===== src/rtl/masked_sbox_arbiter.sv =====
// Two-port round-robin front end for a shared, fixed-latency masked AES S-box.
// Tracks owner/tag of every in-flight byte and requests fresh randomness while the gadgets hold data.
module masked_sbox_arbiter #(
    parameter int NUM_SHARES = 2,
    parameter int LATENCY    = 3,
    parameter int TAG_WIDTH  = 4
) (
    input  logic                        in_clock,
    input  logic                        in_reset,
    input  logic [1:0]                  in_req_valid,
    output logic [1:0]                  out_req_ready,
    input  logic [2*NUM_SHARES*8-1:0]   in_req_data,
    input  logic [2*TAG_WIDTH-1:0]      in_req_tag,
    output logic [NUM_SHARES*8-1:0]     out_sbox_in,
    input  logic [NUM_SHARES*8-1:0]     in_sbox_out,
    output logic                        out_rand_step,
    output logic                        out_resp_valid,
    output logic                        out_resp_owner,
    output logic [TAG_WIDTH-1:0]        out_resp_tag,
    output logic [NUM_SHARES*8-1:0]     out_resp_data,
    output logic                        out_idle
);

    localparam int DW = NUM_SHARES * 8;
    localparam int CW = $clog2(LATENCY + 1);

    logic                 last_q, last_d;
    logic [LATENCY-1:0]   vld_q, vld_d;
    logic [LATENCY-1:0]   own_q, own_d;
    logic [TAG_WIDTH-1:0] tag_q [LATENCY];
    logic [TAG_WIDTH-1:0] tag_d [LATENCY];
    logic [CW-1:0]        cnt_q, cnt_d;
    logic [1:0]           grant_s;
    logic                 xfer_s;
    logic                 gnt_idx_s;
    logic                 resp_s;

    // Round-robin grant; nothing is granted while reset is held.
    always_comb begin
        grant_s = 2'b00;
        if (in_reset) begin
            case (in_req_valid)
                2'b01:   grant_s = 2'b01;
                2'b10:   grant_s = 2'b10;
                2'b11:   grant_s = last_q ? 2'b01 : 2'b10;
                default: grant_s = 2'b00;
            endcase
        end else begin
            grant_s = 2'b00;
        end
    end

    assign xfer_s    = |grant_s;
    assign gnt_idx_s = grant_s[1];
    assign resp_s    = vld_q[LATENCY-1];

    // Issue mux: only the granted port's shares ever reach the S-box, zeros otherwise.
    always_comb begin
        out_sbox_in = {DW{1'b0}};
        if (grant_s[0]) begin
            out_sbox_in = in_req_data[DW-1:0];
        end else if (grant_s[1]) begin
            out_sbox_in = in_req_data[2*DW-1:DW];
        end else begin
            out_sbox_in = {DW{1'b0}};
        end
    end

    // Next state: tracking shift register, grant pointer and in-flight counter.
    always_comb begin
        last_d   = last_q;
        vld_d    = {LATENCY{1'b0}};
        own_d    = {LATENCY{1'b0}};
        cnt_d    = cnt_q;
        vld_d[0] = xfer_s;
        own_d[0] = gnt_idx_s;
        tag_d[0] = {TAG_WIDTH{1'b0}};
        if (xfer_s) begin
            last_d   = gnt_idx_s;
            tag_d[0] = gnt_idx_s ? in_req_tag[2*TAG_WIDTH-1:TAG_WIDTH]
                                 : in_req_tag[TAG_WIDTH-1:0];
        end else begin
            last_d = last_q;
        end
        for (int i = 1; i < LATENCY; i++) begin
            vld_d[i] = vld_q[i-1];
            own_d[i] = own_q[i-1];
            tag_d[i] = tag_q[i-1];
        end
        if (xfer_s && !resp_s) begin
            cnt_d = cnt_q + CW'(1'b1);
        end else if (!xfer_s && resp_s) begin
            cnt_d = cnt_q - CW'(1'b1);
        end else begin
            cnt_d = cnt_q;
        end
    end

    // State registers; reset discards anything in flight.
    always_ff @(posedge in_clock) begin
        if (!in_reset) begin
            last_q <= 1'b1;
            vld_q  <= {LATENCY{1'b0}};
            own_q  <= {LATENCY{1'b0}};
            cnt_q  <= {CW{1'b0}};
            for (int i = 0; i < LATENCY; i++) begin
                tag_q[i] <= {TAG_WIDTH{1'b0}};
            end
        end else begin
            last_q <= last_d;
            vld_q  <= vld_d;
            own_q  <= own_d;
            cnt_q  <= cnt_d;
            for (int i = 0; i < LATENCY; i++) begin
                tag_q[i] <= tag_d[i];
            end
        end
    end

    assign out_req_ready  = grant_s;
    assign out_resp_valid = resp_s & in_reset;
    assign out_resp_owner = own_q[LATENCY-1];
    assign out_resp_tag   = tag_q[LATENCY-1];
    assign out_resp_data  = in_sbox_out & {DW{out_resp_valid}};
    // Randomness must advance on every cycle a masked value sits in the gadgets.
    assign out_rand_step  = in_reset & (xfer_s | (|vld_q));
    assign out_idle       = ~in_reset | ((cnt_q == {CW{1'b0}}) & ~xfer_s);

    masked_sbox_arbiter_chk #(
        .LATENCY (LATENCY),
        .CW      (CW)
    ) u_chk (
        .clk_i   (in_clock),
        .rst_n_i (in_reset),
        .cnt_i   (cnt_q),
        .vld_i   (vld_q),
        .valid_i (in_req_valid),
        .ready_i (grant_s)
    );

endmodule

// Invariants of the arbiter: counter bound/consistency and handshake legality.
module masked_sbox_arbiter_chk #(
    parameter int LATENCY = 3,
    parameter int CW      = 2
) (
    input logic               clk_i,
    input logic               rst_n_i,
    input logic [CW-1:0]      cnt_i,
    input logic [LATENCY-1:0] vld_i,
    input logic [1:0]         valid_i,
    input logic [1:0]         ready_i
);

    a_cnt_bound: assert property (@(posedge clk_i) disable iff (!rst_n_i)
        int'(cnt_i) <= LATENCY);
    a_cnt_pop: assert property (@(posedge clk_i) disable iff (!rst_n_i)
        int'(cnt_i) == $countones(vld_i));
    a_onehot: assert property (@(posedge clk_i) $onehot0(ready_i));
    a_rdy_vld: assert property (@(posedge clk_i) (ready_i & ~valid_i) == 2'b00);

endmodule


===== config.mk =====
export PLATFORM = sky130hd
export DESIGN_NAME = masked_sbox_arbiter
export DESIGN_NICKNAME = d
export VERILOG_FILES = /design/src/rtl/masked_sbox_arbiter.sv
export SDC_FILE = /design/constraint.sdc
export NUM_CORES = 1
export LEC_CHECK = 0
export CAP_MARGIN = 20
export CORE_MARGIN = 2
export CORE_UTILIZATION = 33
export DETAILED_ROUTE_END_ITERATION = 16
export PLACE_DENSITY = 0.85
export SYNTH_ARGS = -nofsm -noshare
export SYNTH_HDL_FRONTEND = slang
export SYNTH_SLANG_ARGS = --single-unit
export TNS_END_PERCENT = 5

===== constraint.sdc =====
create_clock -name in_clock -period 4.2 [get_ports in_clock]
set_input_delay 1.05 -clock in_clock [delete_from_list [all_inputs] [get_ports in_clock]]
set_output_delay 1.05 -clock in_clock [all_outputs]
set_load 0.02 [all_outputs]

---- Word-level counts from Yosys, hierarchy flattened ----
Memory sizes are Yosys's and may differ from the RTL's.
Cells that the tools add are included.
W data, S select, Z words.
cells by class
  equal/unequal tests ..................... 3
  mux-type cells .......................... 14
  bitwise operators ....................... 11
  add/subtract/negate cells ............... 2
  reduce and logical (&&, ||, !) cells .... 8
operator list
  cell                   count
  $mux W16               2
  $mux W4                5
  $and A16 B16 Y16       1
  $mux W2                4
  $pmux W2 S3            1
  $or A1 B1 Y1           5
  $eq A2 B2 Y1 const B   2
  $and A1 B1 Y1          3
  $reduce_or A3 Y1       1
  $add A2 B1 Y2 const B  1
  $eq A2 B1 Y1 const B   1
  $logic_and A1 B1 Y1    2
  $logic_not A1 Y1       2
  $logic_not A2 Y1       1
  $mux W1                2
  $not A1 Y1             2
  $reduce_bool A2 Y1     1
  $reduce_or A2 Y1       1
  $sub A2 B1 Y2 const B  1
word-level totals
  flip-flop bits (word level) ............. 9
  memories ................................ 1
  input bits .............................. 60
  output and inout bits ................... 42
  RAM bits ................................ 12
  word-level logic and storage cells ...... 43
memories
  memory  words  width  read ports  clocked after memory_dff  wr ports  line  RTL
  tag_q   3      4      3           0                         3         30    logic [TAG_WIDTH-1:0] tag_q [LATENCY];

---- Depth between registers and ports, before layout ----
  depth after elaboration ................. 8
  depth in mapped cells ................... 7

---- Least setup slack after synthesis ----
No wires, ideal clock.
  kind .................................... input to output
  start point ............................. in in_req_valid[0]
  end point ............................... out out_idle
  data arrival time ....................... 2.108 ns
  stages on the path ...................... 3
  path slack .............................. 1.042 ns
  required time ........................... 3.150 ns
  path through ............................ buf_2 -> buf_2 -> o41ai_1
between the ends
  longest elaborated chain between the ends .. 7
  elaborated cells on any way between the ends .. 9
  classes of those cells .................. eq/ne (3); mux (2); bitwise (3); reduce/logical (1)
ends and longest elaborated chain
  item                                          line  RTL
  from (decl)                                   10    input logic [1:0] in_req_valid,
  $eq A2 B2 Y1 or $eq A2 B1 Y1 (tied branches)  42    case (in_req_valid)
  $pmux W2 S3 *                                 42
  $mux W2 *                                     41    if (in_reset) begin
  $reduce_or A2 Y1 *                            53    assign xfer_s = |grant_s;
  $not A1 Y1 *                                  127   assign out_idle = ~in_reset | ((cnt_q == {CW{1'b0}}) & ~xfer_s);
  $and A1 B1 Y1 *                               127
  $or A1 B1 Y1 *                                127
  to (decl)                                     21    output logic out_idle
Every way passes the cells marked *; elsewhere a longest branch is shown, timed or not.

---- Worst setup path in the final report ----
  start point ............................. in in_req_valid[1]
  end point ............................... out out_sbox_in[13]
between the ends
  longest elaborated chain between the ends .. 5
  elaborated cells on any way between the ends .. 7
  classes of those cells .................. eq/ne (3); mux (4)
ends and longest elaborated chain
  item                                          line  RTL
  $eq A2 B2 Y1 or $eq A2 B1 Y1 (tied branches)  42
  $pmux W2 S3 *                                 42
  $mux W2 *                                     41
  $mux W16                                      62    end else if (grant_s[1]) begin
  $mux W16 *                                    60    if (grant_s[0]) begin
  to (decl)                                     14    output logic [NUM_SHARES*8-1:0] out_sbox_in,
Marked as above.

==> impl_metrics.csv <==
group,metric,value,unit
layout,most-common-layout-cells,"clkdlybuf4s50_1 (101), dfxtp_1 (21), a32oi_1 (20), nor2b_1 (20), and3_1 (17)",
clocking,post_cts_buffers,0,
timing,layout_min_cycle_time,3850,ps
worst_setup_path,end_kind,"output port",
run,maxCapViolCount,0,
timing,finalCritPeriodShare,91.7,%
timing,rsz0062_at_grt,"no",
global_routing,grt_util_met3,3.96,%
detailed_routing,drtPass1Iterations,4,
synthesis,synthArstFlopShare,0,%
global_routing,grt_max_degree,60,
detailed_routing,vias_per_cell,4.79,
worst_setup_path,crit_type,"input pin to output port",
floorplanning,die_x,62.5,um
detailed_routing,drtIter0Drc,40,
worst_setup_path,required,3150,ps
detailed_routing,ant_nets,0,
clocking,clock_path_buffers,2,
global_routing,met1_usage,17.6,%
clocking,post_cts_resized,0,
placed_design,port_buffers,101,
clocking,root_buffer,"clkbuf_4",
layout,nFillCells,292,
clocking,ctsHoldBuffers,0,
layout,drive_gt1_share,5.38,%
global_routing,busiest_layer,"met2",
timing,max_freq,0.260,GHz
layout,multiInputGateArea,631,um2
floorplanning,ios,102,
global_routing,antenna_found_initial,0,
global_routing,grt_pass1_vias,1243,
pwr,powerDensity,214,nW/um2
floorplanning,die_height,62.5,um
global_routing,track_usage,16.1,%
floorplanning,dieArea,3900,um2
layout,diodes,0,
synthesis,syn_avg_cell_area,9.03,um2
synthesis,ys_types,21,
timing,finalSetupTns,0,ps
pwr,ir_worst_vdd,0.0000892,V
detailed_routing,dr_total_vias,1288,
synthesis,synth_nets,186,
outcome,run_status,"complete, no violations",
floorplanning,start_util,34.1,%
timing,worst_pin_slew,399,ps
detailed_routing,drc_errors,0,
floorplanning,placementRows,21,
timing,drv_slew,0,
layout,layout_commonest_cell,"clkdlybuf4s50_1",
synthesis,yosysWarningCount,0,
timing,setup_viol,0,
clocking,cts.clk_slew.worst_paths,110,ps
synthesis,netlist_instances,125,
clocking,numCtsBuffers,3,
layout,register_area,420,um2
placed_design,dp_hpwl,2390,um
timing,skew,5.97,ps
layout,final_nets,285,
global_routing,grt_use_met2,30.1,%
global_routing,grt_pass1_wl,5260,um
synthesis,synth_area,1130,um2
timing,slew_headroom,73.3,%
placed_design,place.gp.congestion,0.681,
detailed_routing,wire_per_inst,11.7,um
worst_setup_path,arrival,2800,ps
worst_setup_path,worstPathMaxFanout,15,
synthesis,synth-main-ff-cell,"dfxtp_1",
pwr,leakage,0.000868,uW
detailed_routing,wl,3150,um
synthesis,synth_seq_cells,21,
synthesis,synth_edf_count,0,
clocking,cts_tree,"done",
timing,worst_slack,350,ps
clocking,clock-sinks,21,
clocking,htree_levels,1,
floorplanning,core_area,3310,um2
min_path,min_path_type,"flip-flop to flip-flop",
clocking,clkLatencyLatePin,290,ps
timing,finalHoldViolations,0,
global_routing,grt-ovfl-total,0,
layout,syn_to_final_growth,97.5,%
placed_design,pre_cts_slack,380,ps
worst_setup_path,startpoint_type,"input pin",
synthesis,ys_seq_area_share,37.3,%
[worst max-delay path, stage by stage]
cell             delay (ps)
clkdlybuf4s50_1         530
a21boi_4                230
buf_12                  160
a32oi_1                  60
nor2b_1                 150
clkdlybuf4s50_1         620
[final timing paths]
| path | startpoint | slack (ps) | depth (start not counted) | to |
|---|---|---|---|---|
| setup reg to reg | vld_q[2] | 2550 | 4 | cnt_q[1] |
| hold reg to reg | tag_q[0][7] | 440 | 1 | tag_q[0][11] |
| setup / recovery | in_req_valid[1] | 350 | 6 | out_sbox_in[13] |
| hold / removal | tag_q[0][7] | 440 | 1 | tag_q[0][11] |
[through the flow]
step           hold slack (ps)  cells  area (um2)  power, uW  utilization, %
2_1_floorplan              412    125        1130        293               -
3_3_place_gp               413    265        2200        388            66.5
3_5_place_dp               420    265        2200        391            66.5
4_1_cts                    444    269        2230        481            67.3
5_1_grt                    458    269        2230        507            67.3
6_report                   437    269        2230        478            67.3
[metal layers]
metal / part of all wire (%) / vias up
met5: 0 / -
met4: 0.76 / 0
met3: 7.4 / 4
met2: 49 / 57
met1: 43 / 580
li1: - / 647
[final cells by class]
cell class / instances / area share [%]
clock buffer: 3 / 1.01
clock inverter: 1 / 0.225
inverter: 1 / 0.168
multi-input combinational: 89 / 28.3
sequential: 21 / 18.9
tap: 46 / 2.58
timing repair buffer: 108 / 48.8
[flip-flops by register name (all words and copies together), names as in the netlist]
signal,count
vld_q,3
own_q,3
last_q,1
tag_q,12
cnt_q,2
[cell usage after synthesis, types with 2 or more instances]
| master | n | area [um2] |
|---|---|---|
| clkbuf_1 | 7 | 26.3 |
| buf_2 | 5 | 25.0 |
| dfxtp_1 | 21 | 420 |
| buf_6 | 2 | 22.5 |
| o21a_1 | 2 | 15.0 |
| a32oi_1 | 20 | 175 |
| nand2_1 | 2 | 7.51 |
| o21ai_0 | 2 | 10.0 |
| nor2b_1 | 20 | 125 |
| and2_1 | 16 | 100 |
| and3_1 | 17 | 106 |
| a21boi_0 | 2 | 15.0 |
[cell families (layout without fill, tap and decap cells)]
family / after synthesis / in the layout / synth area share [%]
compound gates: 28 / 28 / 21.5
fa+ha+maj: 1 / 1 / 1.11
xor+xnor: 2 / 2 / 1.55
buf+inv: 15 / 113 / 6.87
simple gates: 58 / 58 / 31.7
flops: 21 / 21 / 37.3
[power by group]
group          switching (uW)  internal, uW  leakage (uW)  total (uW)
Combinational            65.0           105      0.000678         170
Sequential               5.89           210      0.000172         216
Clock                    56.1          35.4     0.0000177        91.5
Total                     127           351      0.000868         478
(Power assumes the default switching activity.)
